[config.mk]
export PLATFORM = sky130hd
export DESIGN_NAME = control_sequencer
export DESIGN_NICKNAME = d
export VERILOG_FILES = /design/src/rtl/cpu_ctrl_pkg.sv /design/src/rtl/ctrl_decode.sv /design/src/rtl/control_sequencer.sv
export SDC_FILE = /design/constraint.sdc
export NUM_CORES = 1
export LEC_CHECK = 0
export CORE_MARGIN = 2
export CORE_UTILIZATION = 38
export CTS_BUF_LIST = sky130_fd_sc_hd__clkbuf_16
export DETAILED_ROUTE_END_ITERATION = 7
export PLACE_DENSITY = 0.84
export SLEW_MARGIN = 10
export SYNTH_ARGS = -nofsm -noshare
export SYNTH_HDL_FRONTEND = slang
export SYNTH_HIERARCHICAL = 1
export SYNTH_SLANG_ARGS = --single-unit
[constraint.sdc]
create_clock -name clk -period 1.65 [get_ports clk]
set_input_delay 0.2475 -clock clk [delete_from_list [all_inputs] [get_ports clk]]
set_output_delay 0.2475 -clock clk [all_outputs]
set_load 0.02 [all_outputs]
[src/rtl/cpu_ctrl_pkg.sv]
// Shared types, opcode map and per-opcode helpers for the control sequencer.
// Optional build macro: ILLEGAL_TRAP_EN (undefined opcodes trap to HALT).
package cpu_ctrl_pkg;

    localparam int unsigned OPC_W  = 5;
    localparam int unsigned STEP_W = 3;

    localparam logic [OPC_W-1:0] OP_LD   = 5'b00000;
    localparam logic [OPC_W-1:0] OP_LDI  = 5'b00001;
    localparam logic [OPC_W-1:0] OP_ST   = 5'b00010;
    localparam logic [OPC_W-1:0] OP_ADD  = 5'b00011;
    localparam logic [OPC_W-1:0] OP_SUB  = 5'b00100;
    localparam logic [OPC_W-1:0] OP_SHR  = 5'b00101;
    localparam logic [OPC_W-1:0] OP_SHL  = 5'b00110;
    localparam logic [OPC_W-1:0] OP_ROR  = 5'b00111;
    localparam logic [OPC_W-1:0] OP_ROL  = 5'b01000;
    localparam logic [OPC_W-1:0] OP_AND  = 5'b01001;
    localparam logic [OPC_W-1:0] OP_OR   = 5'b01010;
    localparam logic [OPC_W-1:0] OP_ADDI = 5'b01011;
    localparam logic [OPC_W-1:0] OP_ANDI = 5'b01100;
    localparam logic [OPC_W-1:0] OP_ORI  = 5'b01101;
    localparam logic [OPC_W-1:0] OP_MUL  = 5'b01110;
    localparam logic [OPC_W-1:0] OP_DIV  = 5'b01111;
    localparam logic [OPC_W-1:0] OP_NEG  = 5'b10000;
    localparam logic [OPC_W-1:0] OP_NOT  = 5'b10001;
    localparam logic [OPC_W-1:0] OP_BR   = 5'b10010;
    localparam logic [OPC_W-1:0] OP_JR   = 5'b10011;
    localparam logic [OPC_W-1:0] OP_IN   = 5'b10101;
    localparam logic [OPC_W-1:0] OP_OUT  = 5'b10110;
    localparam logic [OPC_W-1:0] OP_MFHI = 5'b10111;
    localparam logic [OPC_W-1:0] OP_MFLO = 5'b11000;
    localparam logic [OPC_W-1:0] OP_NOP  = 5'b11001;
    localparam logic [OPC_W-1:0] OP_HALT = 5'b11010;

    typedef enum logic [STEP_W-1:0] {T0, T1, T2, T3, T4, T5, T6, T7} step_e;

    typedef enum logic [1:0] {FETCH, EXEC, HALT} state_e;

    typedef struct packed {
        logic op_and;
        logic op_or;
        logic op_add;
        logic op_sub;
        logic op_mul;
        logic op_div;
        logic op_shr;
        logic op_shl;
        logic op_ror;
        logic op_rol;
        logic op_neg;
        logic op_not;
        logic op_inc_pc;
    } alu_t;

    typedef struct packed {
        logic pc_out;
        logic mdr_out;
        logic zhigh_out;
        logic zlow_out;
        logic hi_out;
        logic lo_out;
        logic inport_out;
        logic c_out;
        logic ba_out;
        logic pc_in;
        logic ir_in;
        logic mar_in;
        logic mdr_in;
        logic y_in;
        logic z_in;
        logic hi_in;
        logic lo_in;
        logic out_port;
        logic gra;
        logic grb;
        logic grc;
        logic rin;
        logic rout;
        logic read;
        logic write;
        alu_t alu;
    } ctrl_t;

    // Final execute step of each instruction; unknown opcodes behave as a one-step nop.
    function automatic step_e last_step(input logic [OPC_W-1:0] opc);
        case (opc)
            OP_LD, OP_ST:                   last_step = T7;
            OP_MUL, OP_DIV, OP_BR:          last_step = T6;
            OP_NEG, OP_NOT:                 last_step = T4;
            OP_LDI, OP_ADD, OP_SUB, OP_SHR, OP_SHL, OP_ROR, OP_ROL,
            OP_AND, OP_OR, OP_ADDI, OP_ANDI, OP_ORI:
                                            last_step = T5;
            default:                        last_step = T3;
        endcase
    endfunction

    function automatic logic is_defined(input logic [OPC_W-1:0] opc);
        case (opc)
            5'b10100, 5'b11011, 5'b11100, 5'b11101, 5'b11110, 5'b11111:
                     is_defined = 1'b0;
            default: is_defined = 1'b1;
        endcase
    endfunction

    // ALU line used by the operate step; address arithmetic for ld/ldi/st is an add.
    function automatic alu_t alu_of(input logic [OPC_W-1:0] opc);
        alu_t a;
        a = '0;
        case (opc)
            OP_AND, OP_ANDI:                       a.op_and = 1'b1;
            OP_OR, OP_ORI:                         a.op_or  = 1'b1;
            OP_ADD, OP_ADDI, OP_LDI, OP_LD, OP_ST: a.op_add = 1'b1;
            OP_SUB:                                a.op_sub = 1'b1;
            OP_MUL:                                a.op_mul = 1'b1;
            OP_DIV:                                a.op_div = 1'b1;
            OP_SHR:                                a.op_shr = 1'b1;
            OP_SHL:                                a.op_shl = 1'b1;
            OP_ROR:                                a.op_ror = 1'b1;
            OP_ROL:                                a.op_rol = 1'b1;
            OP_NEG:                                a.op_neg = 1'b1;
            OP_NOT:                                a.op_not = 1'b1;
            default:                               ;
        endcase
        return a;
    endfunction

endpackage

[src/rtl/ctrl_decode.sv]
// Combinational map from {opcode, step, CON} to the full datapath strobe vector.
module ctrl_decode
    import cpu_ctrl_pkg::*;
(
    input  logic [OPC_W-1:0] opc,
    input  step_e            step,
    input  logic             con,
    output ctrl_t            ctrl
);

    always_comb begin
        ctrl = '0;
        case (step)
            T0: begin
                ctrl.pc_out        = 1'b1;
                ctrl.mar_in        = 1'b1;
                ctrl.alu.op_inc_pc = 1'b1;
                ctrl.z_in          = 1'b1;
            end
            T1: begin
                ctrl.zlow_out = 1'b1;
                ctrl.pc_in    = 1'b1;
                ctrl.read     = 1'b1;
                ctrl.mdr_in   = 1'b1;
            end
            T2: begin
                ctrl.mdr_out = 1'b1;
                ctrl.ir_in   = 1'b1;
            end
            default: begin
                case (opc)
                    OP_ADD, OP_SUB, OP_SHR, OP_SHL, OP_ROR, OP_ROL, OP_AND, OP_OR: begin
                        case (step)
                            T3: begin ctrl.grb = 1'b1; ctrl.rout = 1'b1; ctrl.y_in = 1'b1; end
                            T4: begin ctrl.grc = 1'b1; ctrl.rout = 1'b1; ctrl.alu = alu_of(opc); ctrl.z_in = 1'b1; end
                            T5: begin ctrl.zlow_out = 1'b1; ctrl.gra = 1'b1; ctrl.rin = 1'b1; end
                            default: ;
                        endcase
                    end
                    OP_MUL, OP_DIV: begin
                        case (step)
                            T3: begin ctrl.gra = 1'b1; ctrl.rout = 1'b1; ctrl.y_in = 1'b1; end
                            T4: begin ctrl.grb = 1'b1; ctrl.rout = 1'b1; ctrl.alu = alu_of(opc); ctrl.z_in = 1'b1; end
                            T5: begin ctrl.zlow_out = 1'b1; ctrl.lo_in = 1'b1; end
                            T6: begin ctrl.zhigh_out = 1'b1; ctrl.hi_in = 1'b1; end
                            default: ;
                        endcase
                    end
                    OP_NEG, OP_NOT: begin
                        case (step)
                            T3: begin ctrl.grb = 1'b1; ctrl.rout = 1'b1; ctrl.alu = alu_of(opc); ctrl.z_in = 1'b1; end
                            T4: begin ctrl.zlow_out = 1'b1; ctrl.gra = 1'b1; ctrl.rin = 1'b1; end
                            default: ;
                        endcase
                    end
                    OP_ADDI, OP_ANDI, OP_ORI: begin
                        case (step)
                            T3: begin ctrl.grb = 1'b1; ctrl.rout = 1'b1; ctrl.y_in = 1'b1; end
                            T4: begin ctrl.c_out = 1'b1; ctrl.alu = alu_of(opc); ctrl.z_in = 1'b1; end
                            T5: begin ctrl.zlow_out = 1'b1; ctrl.gra = 1'b1; ctrl.rin = 1'b1; end
                            default: ;
                        endcase
                    end
                    // ldi, ld and st share the effective-address computation in T3-T4.
                    OP_LDI, OP_LD, OP_ST: begin
                        case (step)
                            T3: begin ctrl.grb = 1'b1; ctrl.ba_out = 1'b1; ctrl.y_in = 1'b1; end
                            T4: begin ctrl.c_out = 1'b1; ctrl.alu = alu_of(opc); ctrl.z_in = 1'b1; end
                            T5: begin
                                ctrl.zlow_out = 1'b1;
                                if (opc == OP_LDI) begin
                                    ctrl.gra = 1'b1;
                                    ctrl.rin = 1'b1;
                                end else begin
                                    ctrl.mar_in = 1'b1;
                                end
                            end
                            T6: begin
                                ctrl.mdr_in = 1'b1;
                                if (opc == OP_LD) begin
                                    ctrl.read = 1'b1;
                                end else begin
                                    ctrl.gra  = 1'b1;
                                    ctrl.rout = 1'b1;
                                end
                            end
                            T7: begin
                                if (opc == OP_LD) begin
                                    ctrl.mdr_out = 1'b1;
                                    ctrl.gra     = 1'b1;
                                    ctrl.rin     = 1'b1;
                                end else begin
                                    ctrl.write = 1'b1;
                                end
                            end
                            default: ;
                        endcase
                    end
                    OP_BR: begin
                        case (step)
                            T3: begin ctrl.gra = 1'b1; ctrl.rout = 1'b1; end
                            T4: begin ctrl.pc_out = 1'b1; ctrl.y_in = 1'b1; end
                            T5: begin ctrl.c_out = 1'b1; ctrl.alu.op_add = 1'b1; ctrl.z_in = 1'b1; end
                            T6: begin ctrl.zlow_out = con; ctrl.pc_in = con; end
                            default: ;
                        endcase
                    end
                    OP_JR:   if (step == T3) begin ctrl.gra = 1'b1; ctrl.rout = 1'b1; ctrl.pc_in = 1'b1; end
                    OP_IN:   if (step == T3) begin ctrl.inport_out = 1'b1; ctrl.gra = 1'b1; ctrl.rin = 1'b1; end
                    OP_OUT:  if (step == T3) begin ctrl.gra = 1'b1; ctrl.rout = 1'b1; ctrl.out_port = 1'b1; end
                    OP_MFHI: if (step == T3) begin ctrl.hi_out = 1'b1; ctrl.gra = 1'b1; ctrl.rin = 1'b1; end
                    OP_MFLO: if (step == T3) begin ctrl.lo_out = 1'b1; ctrl.gra = 1'b1; ctrl.rin = 1'b1; end
                    default: ;
                endcase
            end
        endcase
    end

endmodule

[src/rtl/control_sequencer.sv]
// Hardwired multi-cycle control unit: state, step counter, opcode latch and stop/halt logic.
// Optional build macro: ILLEGAL_TRAP_EN adds the sticky illegal_op output and traps undefined opcodes.
module control_sequencer
    import cpu_ctrl_pkg::*;
(
    input  logic              clk,
    input  logic              clear,
    input  logic              stop,
    input  logic [31:0]       IR,
    input  logic              CON,
    output logic              PCout,
    output logic              MDRout,
    output logic              Zhighout,
    output logic              Zlowout,
    output logic              HIout,
    output logic              LOout,
    output logic              Inportout,
    output logic              Cout,
    output logic              BAout,
    output logic              PCin,
    output logic              IRin,
    output logic              MARin,
    output logic              MDRin,
    output logic              Yin,
    output logic              Zin,
    output logic              HIin,
    output logic              LOin,
    output logic              OutPort,
    output logic              Gra,
    output logic              Grb,
    output logic              Grc,
    output logic              Rin,
    output logic              Rout,
    output logic              read,
    output logic              write,
    output logic              AND,
    output logic              OR,
    output logic              ADD,
    output logic              SUB,
    output logic              MUL,
    output logic              DIV,
    output logic              SHR,
    output logic              SHL,
    output logic              ROR,
    output logic              ROL,
    output logic              NEG,
    output logic              NOT,
    output logic              IncPC,
    output logic              run,
    output logic [STEP_W-1:0] step
`ifdef ILLEGAL_TRAP_EN
    ,
    output logic              illegal_op
`endif
);

    state_e           state_q, state_d;
    step_e            step_q, step_d;
    logic [OPC_W-1:0] opc_q, opc_d;
    logic             stop_pend_q, stop_pend_d;
    logic [OPC_W-1:0] ir_opc_c;
    logic             trap_c;
    logic             active_c;
    logic             unused_ir_bits;
    ctrl_t            dec_c, ctrl_c;

    assign ir_opc_c       = IR[31:27];
    assign unused_ir_bits = ^IR[26:0];

`ifdef ILLEGAL_TRAP_EN
    logic illegal_q, illegal_d;
    assign trap_c = (ir_opc_c == OP_HALT) || !is_defined(ir_opc_c);
`else
    assign trap_c = (ir_opc_c == OP_HALT);
`endif

    // A stop request is remembered until the instruction in flight reaches its last step.
    always_comb begin
        state_d     = state_q;
        step_d      = step_q;
        opc_d       = opc_q;
        stop_pend_d = stop_pend_q | stop;
`ifdef ILLEGAL_TRAP_EN
        illegal_d   = illegal_q;
`endif
        case (state_q)
            FETCH: begin
                if (step_q == T2) begin
                    opc_d   = ir_opc_c;
                    state_d = trap_c ? HALT : EXEC;
                    step_d  = trap_c ? T0 : T3;
`ifdef ILLEGAL_TRAP_EN
                    if (!is_defined(ir_opc_c)) illegal_d = 1'b1;
`endif
                end else begin
                    step_d = step_e'(step_q + 3'd1);
                end
            end
            EXEC: begin
                if (step_q == last_step(opc_q)) begin
                    state_d     = stop_pend_d ? HALT : FETCH;
                    step_d      = T0;
                    stop_pend_d = 1'b0;
                end else begin
                    step_d = step_e'(step_q + 3'd1);
                end
            end
            HALT: begin
                step_d      = T0;
                stop_pend_d = 1'b0;
            end
            default: begin
                state_d = FETCH;
                step_d  = T0;
            end
        endcase
    end

    always_ff @(posedge clk) begin
        if (clear) begin
            state_q     <= FETCH;
            step_q      <= T0;
            opc_q       <= '0;
            stop_pend_q <= 1'b0;
`ifdef ILLEGAL_TRAP_EN
            illegal_q   <= 1'b0;
`endif
        end else begin
            state_q     <= state_d;
            step_q      <= step_d;
            opc_q       <= opc_d;
            stop_pend_q <= stop_pend_d;
`ifdef ILLEGAL_TRAP_EN
            illegal_q   <= illegal_d;
`endif
        end
    end

    ctrl_decode u_decode (
        .opc  (opc_q),
        .step (step_q),
        .con  (CON),
        .ctrl (dec_c)
    );

    // clear silences every strobe immediately, aborting any partially executed step.
    assign active_c = !clear && (state_q != HALT);
    assign ctrl_c   = active_c ? dec_c : '0;
    assign run      = active_c;
    assign step     = clear ? '0 : step_q;
`ifdef ILLEGAL_TRAP_EN
    assign illegal_op = !clear && illegal_q;
`endif

    assign PCout     = ctrl_c.pc_out;
    assign MDRout    = ctrl_c.mdr_out;
    assign Zhighout  = ctrl_c.zhigh_out;
    assign Zlowout   = ctrl_c.zlow_out;
    assign HIout     = ctrl_c.hi_out;
    assign LOout     = ctrl_c.lo_out;
    assign Inportout = ctrl_c.inport_out;
    assign Cout      = ctrl_c.c_out;
    assign BAout     = ctrl_c.ba_out;
    assign PCin      = ctrl_c.pc_in;
    assign IRin      = ctrl_c.ir_in;
    assign MARin     = ctrl_c.mar_in;
    assign MDRin     = ctrl_c.mdr_in;
    assign Yin       = ctrl_c.y_in;
    assign Zin       = ctrl_c.z_in;
    assign HIin      = ctrl_c.hi_in;
    assign LOin      = ctrl_c.lo_in;
    assign OutPort   = ctrl_c.out_port;
    assign Gra       = ctrl_c.gra;
    assign Grb       = ctrl_c.grb;
    assign Grc       = ctrl_c.grc;
    assign Rin       = ctrl_c.rin;
    assign Rout      = ctrl_c.rout;
    assign read      = ctrl_c.read;
    assign write     = ctrl_c.write;
    assign AND       = ctrl_c.alu.op_and;
    assign OR        = ctrl_c.alu.op_or;
    assign ADD       = ctrl_c.alu.op_add;
    assign SUB       = ctrl_c.alu.op_sub;
    assign MUL       = ctrl_c.alu.op_mul;
    assign DIV       = ctrl_c.alu.op_div;
    assign SHR       = ctrl_c.alu.op_shr;
    assign SHL       = ctrl_c.alu.op_shl;
    assign ROR       = ctrl_c.alu.op_ror;
    assign ROL       = ctrl_c.alu.op_rol;
    assign NEG       = ctrl_c.alu.op_neg;
    assign NOT       = ctrl_c.alu.op_not;
    assign IncPC     = ctrl_c.alu.op_inc_pc;

endmodule

# Word level (Yosys, flattened, before mapping)
# Memory sizes are Yosys's and may differ from the RTL's. A register that Yosys moved wholly into a read port is not among the register bits.
# Index checks and enable logic that the tools add are counted.
# Widths: inputs -> output; s select.
dict set report word_totals {
  ff_bits 11
  latch_bits 0
  ramBits 0
  romBits 96
  out_inout_bits 42
  memories 1
}
dict set report op_classes {
  add_sub_neg 1
  n_mul 0
  div 0
  n_lt_le_gt_ge 0
  eq_ne 37
  n_shift 0
  n_mux 86
  n_bitwise 2
  n_reduce_logical 27
}
# memory words word_bits rd rd_clocked_by_memory_dff write_ports line
set mem_list {}
lappend mem_list {{(no name shown)} 32 3 1 1 0 cpu_ctrl_pkg.sv:86} ;# case (opc)
# operator n
set op_table {}
lappend op_table {{$eq 5x5->1 const B} 9}
lappend op_table {{$eq 5x4->1 const B} 8}
lappend op_table {{$mux 13} 3}
lappend op_table {{$mux 1} 38}
lappend op_table {{$mux 38} 1}
lappend op_table {{$reduce_or 16->1} 2}
lappend op_table {{$pmux 1 s2} 15}
lappend op_table {{$eq 5x3->1 const B} 4}
lappend op_table {{$mux 2} 10}
lappend op_table {{$pmux 10 s2} 1}
lappend op_table {{$reduce_or 2->1} 8}
lappend op_table {{$reduce_or 8->1} 2}
lappend op_table {{$mux 5} 3}
lappend op_table {{$pmux 1 s3} 5}
lappend op_table {{$eq 3x3->1 const B} 4}
lappend op_table {{$mux 3} 4}
lappend op_table {{$reduce_or 11->1} 1}
lappend op_table {{$eq 5x2->1 const B} 2}
lappend op_table {{$reduce_or 10->1} 1}
lappend op_table {{$reduce_or 3->1} 3}
lappend op_table {{$mux 8} 1}
lappend op_table {{$reduce_or 7->1} 1}
lappend op_table {{$eq 3x2->1 const B} 2}
lappend op_table {{$ne 2x2->1 const B} 3}
lappend op_table {{22 further kinds} 22}

# Depth between registers and ports, before layout
# Gate-level depths: netlist of the first run.
dict set report logic_depth {
  word_depth 7
  mapped_depth 7
}

# Hierarchy
# The synthesis of the first run kept the hierarchy.
# mod n_inst cells_each area_each_um2
set by_module_without_submodules {}
lappend by_module_without_submodules {control_sequencer 1 139 1059.8}
lappend by_module_without_submodules {ctrl_decode 1 140 854.6}

# Worst setup path after synthesis of the first run
# No wires, ideal clock.
dict set report synth_path {
  path_type {reg2out}
  from {register opc_q[4]}
  to {output PCout}
  t_arrival_ps 1442
  required_ps 1402
  setup_slack_ps -40
  stages_incl_launch_ff 6
  n_path_buf 0
  path_cell_list {dfxtp_1 -> or3b_1 -> nor2_4 -> inv_2 -> a211oi_2 -> and2_1}
}
# item line
set synth_lines {}
lappend synth_lines {{start, declared} control_sequencer.sv:59} ;# logic [OPC_W-1:0] opc_q, opc_d;
lappend synth_lines {{start signal, assigned} control_sequencer.sv:131} ;# opc_q <= opc_d;
lappend synth_lines {{end, declared} control_sequencer.sv:11} ;# output logic PCout,

==> metrics.txt, run 1 <==
final hold violation count=0; Mapped Cells=279; Hold-fix buffers, CTS=0; Overflow after GRT=0; Row Count=25; H-tree Lvls=1; gpl congestion=0.914; initial DRC count=197; Clock Latency Late Sink=250 ps; Relative slew margins=0.746; total global-route track usage=0.263; Setup CP Type=reg2out; Worst-path clk slew=50 ps; Initial Utilization=0.400; syn_nets=320; cell type with the largest total area after synthesis=dfxtp_1; outcome=finished with violations; CP dominant cell by count=a21oi_1; RSZ-0062 raised after global routing=yes; Layout Skew=3.29 ps; CTS Buffer Depth=2; worst setup margin=-542 ps; R2R depth=9; die width=75.0 microns; MaxCap Viol Count=0; chip height=75.0 microns; vias per cell=6.13; net load switching power=1.64 mW; Final Routed Wirelength=9340 microns; sequential area share after synthesis=0.146; CP arrival=1940 ps; Routed Antenna Nets=0; Final setup viols=41; CP required=1400 ps; Critical Path, Cell by Cell=buf_4 -> buf_16 -> and3b_2 -> a21oi_1 -> a21oi_1 -> and2_4 -> buf_6; slowest CP cell=dfxtp_4; layout cell share with drive strength beyond 1=0.587; fin crit share=1.33; Hold Path End=stop_pend_q; antenna violations before repair=0; synth unique cells=62; Static Leak=1.60 nW; number of synthesized register bits=14; ANT cells=0; post-detail-place hpwl=4730 microns; sequential share of power=0.136; Core ar.=4790 sq um; max incr delay on CP=360 ps; clock power share=0.123; synth top area cells=dfxtp_1 15%, and2_1 13%, nand2_1 5.3%, nor2_1 4.7%, buf_2 3.9%; pre-CTS setup slack=-662 ps; mapped cell area=1910 sq um; switching share of power=0.424; syn_area_per_cell=6.86 sq um; FFs w/ async S/R, synth=0; first-pass GRT wire length=11,600 microns; most frequent cells in the layout=67 x buf_4, 58 x buf_6, 23 x nand2_1; hold path depth=2; area share of the leading cell type in the synthesized netlist=0.146; Buffers on Ports=50; r2r startpoint=state_q[0]; Final nets=444; Vias=2,875; worst reg2reg setup slack=-30 ps; Placed Cells=441; largest net degree at the start of global routing=20; Routed WL per cell=19.9 microns; top achievable clock speed=456 MHz; Area Growth Syn to Fin=100%; YS warnings=6; CTS root buffer=clkbuf_16; Post-synth EDFFs=0; Num CTS Buffers=3; vias in the first global route=2,553; most common cell after layout, fill and taps aside=buf_4; failing checks=negative setup slack; Pre-Repair DR Iteration Count=5; pins over their slew limit=0; Sink Count=14; crit path launch type=flop; DRC=0; Ports=78; Final Instance Count excl. Fillers=469; Logic pwr share=0.741; cell-internal power=2.23 mW; worst hold slack=548 ps; top_reg_cell synth=dfxtp_1; critical path capture point type=output port; Worst VDD drop=0.000948 V; Pwr per Cell Area=1010 nW/um^2; CTS tree=built; critical path peak fanout=6; Worst Min Path Start=stop_pend_q; Slew @ Worst Pin=378 ps; minimum clock period=2190 ps; Die ar.=5620 sq um; Hold/Removal Path Class=reg2reg
-- power groups by stage --
stage | logic, mW | clock network [mW] | registers [mW]
floorplan | 1.08 | 0 | 0.499
global placement | 1.80 | 0 | 0.493
detailed placement | 1.85 | 0 | 0.501
CTS | 2.32 | 0.477 | 0.508
global route | 3.00 | 0.491 | 0.539
finish | 2.86 | 0.476 | 0.527
-- per-stage QoR --
step	power [mW]	utilization	setup TNS, ps	area, sq um
floorplan	1.58	-	-5.04	1930
global placement	2.29	0.609	-19040	2910
detailed placement	2.35	0.609	-21140	2910
CTS	3.31	0.718	-7840	3440
global route	4.03	0.801	-12970	3830
finish	3.87	0.801	-10740	3830
-- worst max-delay path, delay by kind of cell (launching register included) --
kind / cells / cell delay, ps
simple gates: 2 / 440
compound gates: 2 / 500
flops: 1 / 360
buf+inv: 3 / 400
-- how the worst max path moves through the flow --
stage                   end  cells past startpoint       from
global route            SHR                      8   opc_q[4]
floorplan             PCout                      5   opc_q[4]
CTS                 Zlowout                      7   opc_q[4]
finish                 Rout                      7  step_q[0]
global placement        ROR                      8   opc_q[4]
detailed placement      ROR                      8   opc_q[4]
-- synthesized netlist by cell type (3+ instances only) --
master and instances:
nor3_1 6, and3b_1 4, o21ai_0 7, nand3b_1 5, buf_2 15, o21a_1 4
nand3_1 9, ha_1 5, nor2_1 24, xnor2_1 7, a311oi_1 3, nor3b_1 3
nand2_1 27, nor4_1 6, a221oi_1 3, a21oi_1 14, dfxtp_1 14, and2_1 41
nand2b_1 6, nor2b_1 4, o22ai_1 6, a211o_1 3, nor4b_1 3, clkbuf_1 7
inv_1 7
-- logic make-up (layout without fill, tap and decap cells) --
kind of cell | count (synthesis) | count (layout) | share of synthesized area
fa+ha+maj | 6 | 6 | 0.0379
buf+inv | 34 | 157 | 0.0882
simple gates | 156 | 156 | 0.469
mux | 1 | 1 | 0.00523
compound gates | 61 | 61 | 0.221
flops | 14 | 14 | 0.146
xor+xnor | 7 | 7 | 0.0320
-- repair_timing --
action | CTS | global route
resized for setup | 302 | 89
setup buffers | 6 | 14
cloned | 3 | 3
pin swaps | 29 | 34
endpoints found under the setup margin | 44 | 49
-- cell type report --
cell class	instances	area [sq um]
Sequential cell	14	309
Tap cell	67	83.8
Inverter	8	37.5
Fill cell	284	953
Multi-Input combinational cell	231	1890
Clock buffer	3	75.1
Timing Repair Buffer	145	1440
Clock inverter	1	3.75
-- per-layer routing --
metal	wire length (microns)	share of wire	global-route usage
met1	3470	0.37	0.288
met2	4680	0.50	0.506
met3	670	0.072	0.0201
met4	529	0.057	0.121
met5	0	0	0
(Power assumes the default switching activity.)
==> run 2, diff against run 1 <==
--- a/config.mk
+++ b/config.mk
@@ -9,7 +9,7 @@
 export CORE_UTILIZATION = 38
 export CTS_BUF_LIST = sky130_fd_sc_hd__clkbuf_16
 export DETAILED_ROUTE_END_ITERATION = 7
-export PLACE_DENSITY = 0.84
+export PLACE_DENSITY = 0.75
 export SLEW_MARGIN = 10
 export SYNTH_ARGS = -nofsm -noshare
 export SYNTH_HDL_FRONTEND = slang
==> metrics.txt, run 2 (synthesis gave the netlist of run 1 again) <==
outcome=finished with violations; failing checks=negative setup slack; max incr delay on CP=360 ps; MaxCap Viol Count=0; fin crit share=1.30; CTS Buffer Depth=2; most frequent cells in the layout=76 x buf_4, 53 x buf_6, 23 x and2_4; Buffers on Ports=50; fillers=273; pins over their slew limit=0; Worst VDD drop=0.000824 V; Routed WL per cell=19.5 microns; worst setup margin=-492 ps; CP arrival=1890 ps; Critical Path, Cell by Cell=buf_12 -> xnor2_1 -> nor2_1 -> o311ai_2 -> nand4_1 -> and2_4 -> buf_6; critical path capture point type=output port; Layout Skew=2.97 ps; layout cell share with drive strength beyond 1=0.600; pre-CTS setup slack=-634 ps; register area=309 sq um; Final nets=448; largest net degree at the start of global routing=20; H-tree Lvls=1; Worst-path clk slew=50 ps; most common cell after layout, fill and taps aside=buf_4; Routed Antenna Nets=0; DRC=0; initial DRC count=273; Core ar.=4790 sq um; Num CTS Buffers=3; crit-path leading delay family=simple AND/OR/NAND/NOR gates; slowest CP cell=dfxtp_4; ANT cells=0; CP required=1400 ps; Buf/Inv on CP=2; CTS tree=built; total negative slack=-9590 ps; multi-input logic area=1910 sq um; vias per cell=5.98; Pwr per Cell Area=993 nW/um^2; Overflow after GRT=0; chip height=75.0 microns; Final setup viols=37; vias in the first global route=2,579; top achievable clock speed=467 MHz; die width=75.0 microns; Hold-fix buffers, CTS=0; first-pass GRT wire length=12,400 microns; Row Count=25; Die ar.=5620 sq um; antenna violations before repair=0; Relative slew margins=0.691; Sink Count=14; Vias=2,823; Static Leak=1.64 nW; Slew @ Worst Pin=459 ps; total global-route track usage=0.284; critical path peak fanout=8; Final Routed Wirelength=9190 microns; Hold/Removal Path Class=in2reg; minimum clock period=2140 ps; fin area=3850 sq um; Area Growth Syn to Fin=101%; Ports=78; Clock Latency Late Sink=240 ps; RSZ-0062 raised after global routing=yes; Initial Utilization=0.400; crit path launch type=flop; Setup CP Type=reg2out; Pre-Repair DR Iteration Count=5; post-detail-place hpwl=4500 microns; Cell Area, Placed=2910 sq um; gpl congestion=0.972; final hold violation count=0; CTS root buffer=clkbuf_16
## run 2: area by class of cell
cell class,count,share of cell area
Multi-Input combinational cell,231,0.496
Sequential cell,14,0.0802
Clock buffer,3,0.0195
Timing Repair Buffer,149,0.374
Tap cell,67,0.0218
Inverter,8,0.00844
## run 2: worst register-to-register path, cell delays in order, from the launching register on
cell      delay, ps
dfxtp_2         310
inv_2            70
buf_4           130
ha_4            170
and3b_2         220
a311oi_2         50
or3_4           380
nand2b_4        140
## run 2: report_power, final
| group | total (mW) | internal (mW) | leakage [nW] | switching, mW |
|---|---|---|---|---|
| sequential | 0.537 | 0.432 | 0.120 | 0.105 |
| combinational | 2.84 | 1.48 | 1.48 | 1.36 |
| clock | 0.451 | 0.317 | 0.0370 | 0.135 |
| total | 3.82 | 2.22 | 1.64 | 1.60 |
## run 2: path summary, 6_finish.rpt
check | start | endpoint | slack [ps] | cells past startpoint
setup / recovery | step_q[1] | Gra | -490 | 7
hold / removal | clear | opc_q[4] | 470 | 3
setup reg to reg | state_q[0] | flop | 70 | 7
hold reg to reg | stop_pend_q | stop_pend_q | 530 | 2
## run 2: repair_timing
item | in CTS | in global routing
gates cloned | 4 | 0
pin swaps | 43 | 32
gates resized for setup | 320 | 55
setup endpoints to repair | 47 | 49
setup buffers | 16 | 11
## run 2: through the flow
step | utilization | total power [mW] | hold WS [ps] | instances
global route | 0.805 | 4.00 | 493 | 472
floorplan | - | 1.58 | 376 | 279
CTS | 0.750 | 3.42 | 538 | 463
global placement | 0.607 | 2.31 | 508 | 440
detailed placement | 0.607 | 2.34 | 531 | 440
finish | 0.805 | 3.82 | 474 | 472
## run 2: metal layers
layer,GRT usage,up-vias,share of wire
met5,0,-,0
met4,0.141,0,0.062
met3,0.0335,58,0.064
met2,0.538,193,0.51
met1,0.309,1325,0.37
li1,-,1247,-
==> run 3, diff against run 2 <==
--- a/config.mk
+++ b/config.mk
@@ -9,9 +9,10 @@
 export CORE_UTILIZATION = 38
 export CTS_BUF_LIST = sky130_fd_sc_hd__clkbuf_16
 export DETAILED_ROUTE_END_ITERATION = 7
-export PLACE_DENSITY = 0.75
+export GPL_ROUTABILITY_DRIVEN = 0
+export GPL_TIMING_DRIVEN = 1
+export PLACE_DENSITY = 0.77
 export SLEW_MARGIN = 10
 export SYNTH_ARGS = -nofsm -noshare
 export SYNTH_HDL_FRONTEND = slang
-export SYNTH_HIERARCHICAL = 1
 export SYNTH_SLANG_ARGS = --single-unit
==> metrics.txt, run 3 <==
commonest cells in the netlist=29 x nor2_1, 22 x a21oi_1, 21 x nand2_1; syn_area_per_cell=7.10 sq um; outcome=stopped before the end; Sink Count=14; pre-CTS setup slack=-822 ps; cell type with the largest total area after synthesis=dfxtp_1; number of synthesized register bits=14; Row Count=24; Placed Cells=416; H-tree Lvls=1; Initial Utilization=0.397; CTS root buffer=clkbuf_16; count leader, synth=nor2_1; Buffers on Ports=50; area share of the leading cell type in the synthesized netlist=0.160; worst_ep kind=output port; Mapped Cells=247; chip height=71.9 microns; Hold-fix buffers, CTS=0; FFs w/ async S/R, synth=0; Ports=78; worst_ep grt=Rin; YS warnings=0; post-detail-place hpwl=5210 microns; CTS Buffer Depth=2; synth top area cells=dfxtp_1 16%, ha_1 6.4%, a21oi_1 6.3%, nor2_1 6.2%, nand2_1 4.5%; error msg=[ERROR DPL-0038] Utilization greater than 100%, impossible to legalize; synth unique cells=65; sequential area share after synthesis=0.160; top_reg_cell synth=dfxtp_1; Post-synth EDFFs=0; syn_nets=292; mapped cell area=1750 sq um; Fail Step=global routing; die width=71.9 microns; largest net degree at the start of global routing=15; Num CTS Buffers=3
## run 3: timing repair
action	in CTS
setup endpoints to repair	54
buffers inserted	36
gates resized for setup	295
pin swaps	23
## run 3: cell families after synthesis
group	share of synthesized area
and+or+nand+nor	0.349
AOI/OAI and AO/OA	0.285
buffers and inverters	0.101
DFF	0.160
adders and majority gates	0.0642
xor gates and xnor gates	0.0300
muxes	0.0114
## run 3: per-stage QoR
stage / area [sq um] / util
after CTS: 4000 / 0.906
after detailed placement: 3360 / 0.761
after global placement: 3360 / 0.761
after floorplan: 2290 / -
==> run 4, diff against run 3 <==
--- a/config.mk
+++ b/config.mk
@@ -6,12 +6,11 @@
 export NUM_CORES = 1
 export LEC_CHECK = 0
 export CORE_MARGIN = 2
-export CORE_UTILIZATION = 38
-export CTS_BUF_LIST = sky130_fd_sc_hd__clkbuf_16
+export CORE_UTILIZATION = 23
 export DETAILED_ROUTE_END_ITERATION = 7
 export GPL_ROUTABILITY_DRIVEN = 0
 export GPL_TIMING_DRIVEN = 1
-export PLACE_DENSITY = 0.77
+export PLACE_DENSITY_LB_ADDON = 0.15
 export SLEW_MARGIN = 10
 export SYNTH_ARGS = -nofsm -noshare
 export SYNTH_HDL_FRONTEND = slang
==> constraint.sdc (replaced) <==
create_clock -name clk -period 2.15 [get_ports clk]
set_input_delay 0.3225 -clock clk [delete_from_list [all_inputs] [get_ports clk]]
set_output_delay 0.3225 -clock clk [all_outputs]
set_load 0.02 [all_outputs]
==> metrics.txt, run 4 <==
top achievable clock speed=413 MHz; CTS root buffer=clkbuf_8; Setup CP Type=reg2out; Placed Cells=446; fillers=769; Ports=78; total global-route track usage=0.160; Final Routed Wirelength=6880 microns; die width=91.3 microns; Overall Power=2.43 mW; Buf/Inv on CP=3; DRC=0; Worst-path clk slew=50 ps; most frequent cells in the layout=90 x buf_4, 21 x nor2_1, 18 x buf_6; Buffers on Ports=50; layout cell share with drive strength beyond 1=0.563; CTS tree=built; crit path launch type=flop; Num CTS Buffers=3; Die ar.=8340 sq um; initial DRC count=94; Initial Utilization=0.239; most common cell after layout, fill and taps aside=buf_4; Core ar.=7330 sq um; multi-input logic area=1710 sq um; Overflow after GRT=0; mapped cell area=1750 sq um; Area Growth Syn to Fin=90.7%; fin area=3340 sq um; Final setup viols=13; CP arrival=2100 ps; synth unique cells=65; register area=299 sq um; Final Instance Count excl. Fillers=463; number of synthesized register bits=14; critical path capture point type=output port; crit-path leading delay family=compound AO/OA/AOI/OAI gates; slowest CP cell=a2111oi_4; final hold violation count=0; Row Count=31; chip height=91.3 microns; Final nets=411; Worst VDD drop=0.000438 V; Setup crit end=Rin; vias per cell=4.97; syn_nets=292; Post-synth EDFFs=0; worst reg2reg setup slack=80 ps; Pre-Repair DR Iteration Count=4; area share of the leading cell type in the synthesized netlist=0.160; antenna violations before repair=0; RSZ-0062 raised after global routing=yes; Relative slew margins=0.673; CP required=1830 ps; Mapped Cells=247; FFs w/ async S/R, synth=0; Finished Core Util=0.456; worst hold slack=532 ps; first-pass GRT wire length=11,000 microns; R2R depth=9; post-detail-place hpwl=5130 microns; MaxCap Viol Count=0; Cell Area, Placed=2870 sq um; outcome=finished with violations; syn_area_per_cell=7.10 sq um; CP Depth=8; r2r startpoint=step_q[1]; Routed Antenna Nets=0; H-tree Lvls=1; Slew @ Worst Pin=486 ps; sequential area share after synthesis=0.160; Pwr per Cell Area=726 nW/um^2; Clock Latency Late Sink=250 ps; largest net degree at the start of global routing=17; Vias=2,303; critical path startpoint=step_q[1]; Hold/Removal Path Class=reg2reg; max incr delay on CP=370 ps; commonest cells in the netlist=29 x nor2_1, 22 x a21oi_1, 21 x nand2_1; worst setup margin=-272 ps; synth top area cells=dfxtp_1 16%, ha_1 6.4%, a21oi_1 6.3%, nor2_1 6.2%, nand2_1 4.5%; Critical Path, Cell by Cell=buf_6 -> inv_4 -> ha_4 -> nand3_4 -> a2111oi_4 -> nand4_1 -> a2111oi_4 -> buf_4; minimum clock period=2420 ps; top_reg_cell synth=dfxtp_1; fin crit share=1.13; critical path peak fanout=2; count leader, synth=nor2_1; Layout Skew=4.73 ps; pins over their slew limit=0; CTS Buffer Depth=2; vias in the first global route=2,225; ANT cells=0; failing checks=negative setup slack; Sink Count=14; YS warnings=0; CP dominant cell by count=a2111oi_4; Routed WL per cell=14.8 microns; Static Leak=1.31 nW; cell type with the largest total area after synthesis=dfxtp_1
run 4: cell counts after synthesis:
No cell type changed its count.
run 4: tightest hold or removal path, delay by kind of cell (launching register included):
family / cells / cell delay [ps]
buffers and inverters: 1 / 90
AOI/OAI and AO/OA: 1 / 80
DFF: 1 / 310
run 4: kinds of logic (layout without fill, tap and decap cells):
group	after synthesis	in the layout	share of synthesized area
multiplexers	2	2	0.0114
AND/OR/NAND/NOR	111	111	0.349
flip-flops	14	14	0.160
adder cells (fa/ha/maj)	9	9	0.0642
buffers and inverters	36	153	0.101
XOR/XNOR	6	6	0.0300
AO/OA/AOI/OAI	69	69	0.285
run 4: cell type report:
cell class,count,share of cell area
well taps,99,0.0370
inverters,14,0.0172
multi-input cells,197,0.510
clock buffers,3,0.0123
flip-flops and latches,14,0.0894
repair buffers,136,0.334
run 4: routing by layer:
layer  GRT usage  wire (microns)
met1       0.205            2930
met2       0.281            3510
met3      0.0158             298
met4      0.0530             143
met5           0               0
run 4: where the power goes:
group	internal, mW	leakage (nW)	switching [mW]	total, mW
clock	0.124	0.0216	0.0933	0.217
combinational	0.879	1.17	0.953	1.83
sequential	0.324	0.119	0.0537	0.377
total	1.33	1.31	1.10	2.43
run 4: what timing repair did:
item / 4_1_cts / 5_1_grt
hold endpoints to repair: 0 / 0
setup endpoints to repair: 41 / 43
hold buffers: 0 / 0
buffers inserted: 2 / 13
gates resized for setup: 215 / 72
pin swaps: 8 / 24
run 4: worst min-delay path by stage:
stage          cells after the start         end  slack (ps)       start
6_report                           2  state_q[1]         530  state_q[1]
5_1_grt                            2  state_q[1]         550  state_q[1]
4_1_cts                            2  state_q[0]         520  state_q[0]
3_5_place_dp                       2  state_q[0]         510  state_q[0]
3_3_place_gp                       2  state_q[0]         510  state_q[0]
2_1_floorplan                      2    opc_q[1]         460      IR[28]
run 4: stage by stage:
| step | worst slack [ps] | setup TNS, ps |
|---|---|---|
| 5_1_grt | -347 | -2520 |
| 2_1_floorplan | -131 | -184 |
| 3_3_place_gp | -552 | -12910 |
| 3_5_place_dp | -527 | -13080 |
| 6_report | -272 | -1030 |
| 4_1_cts | -255 | -1480 |
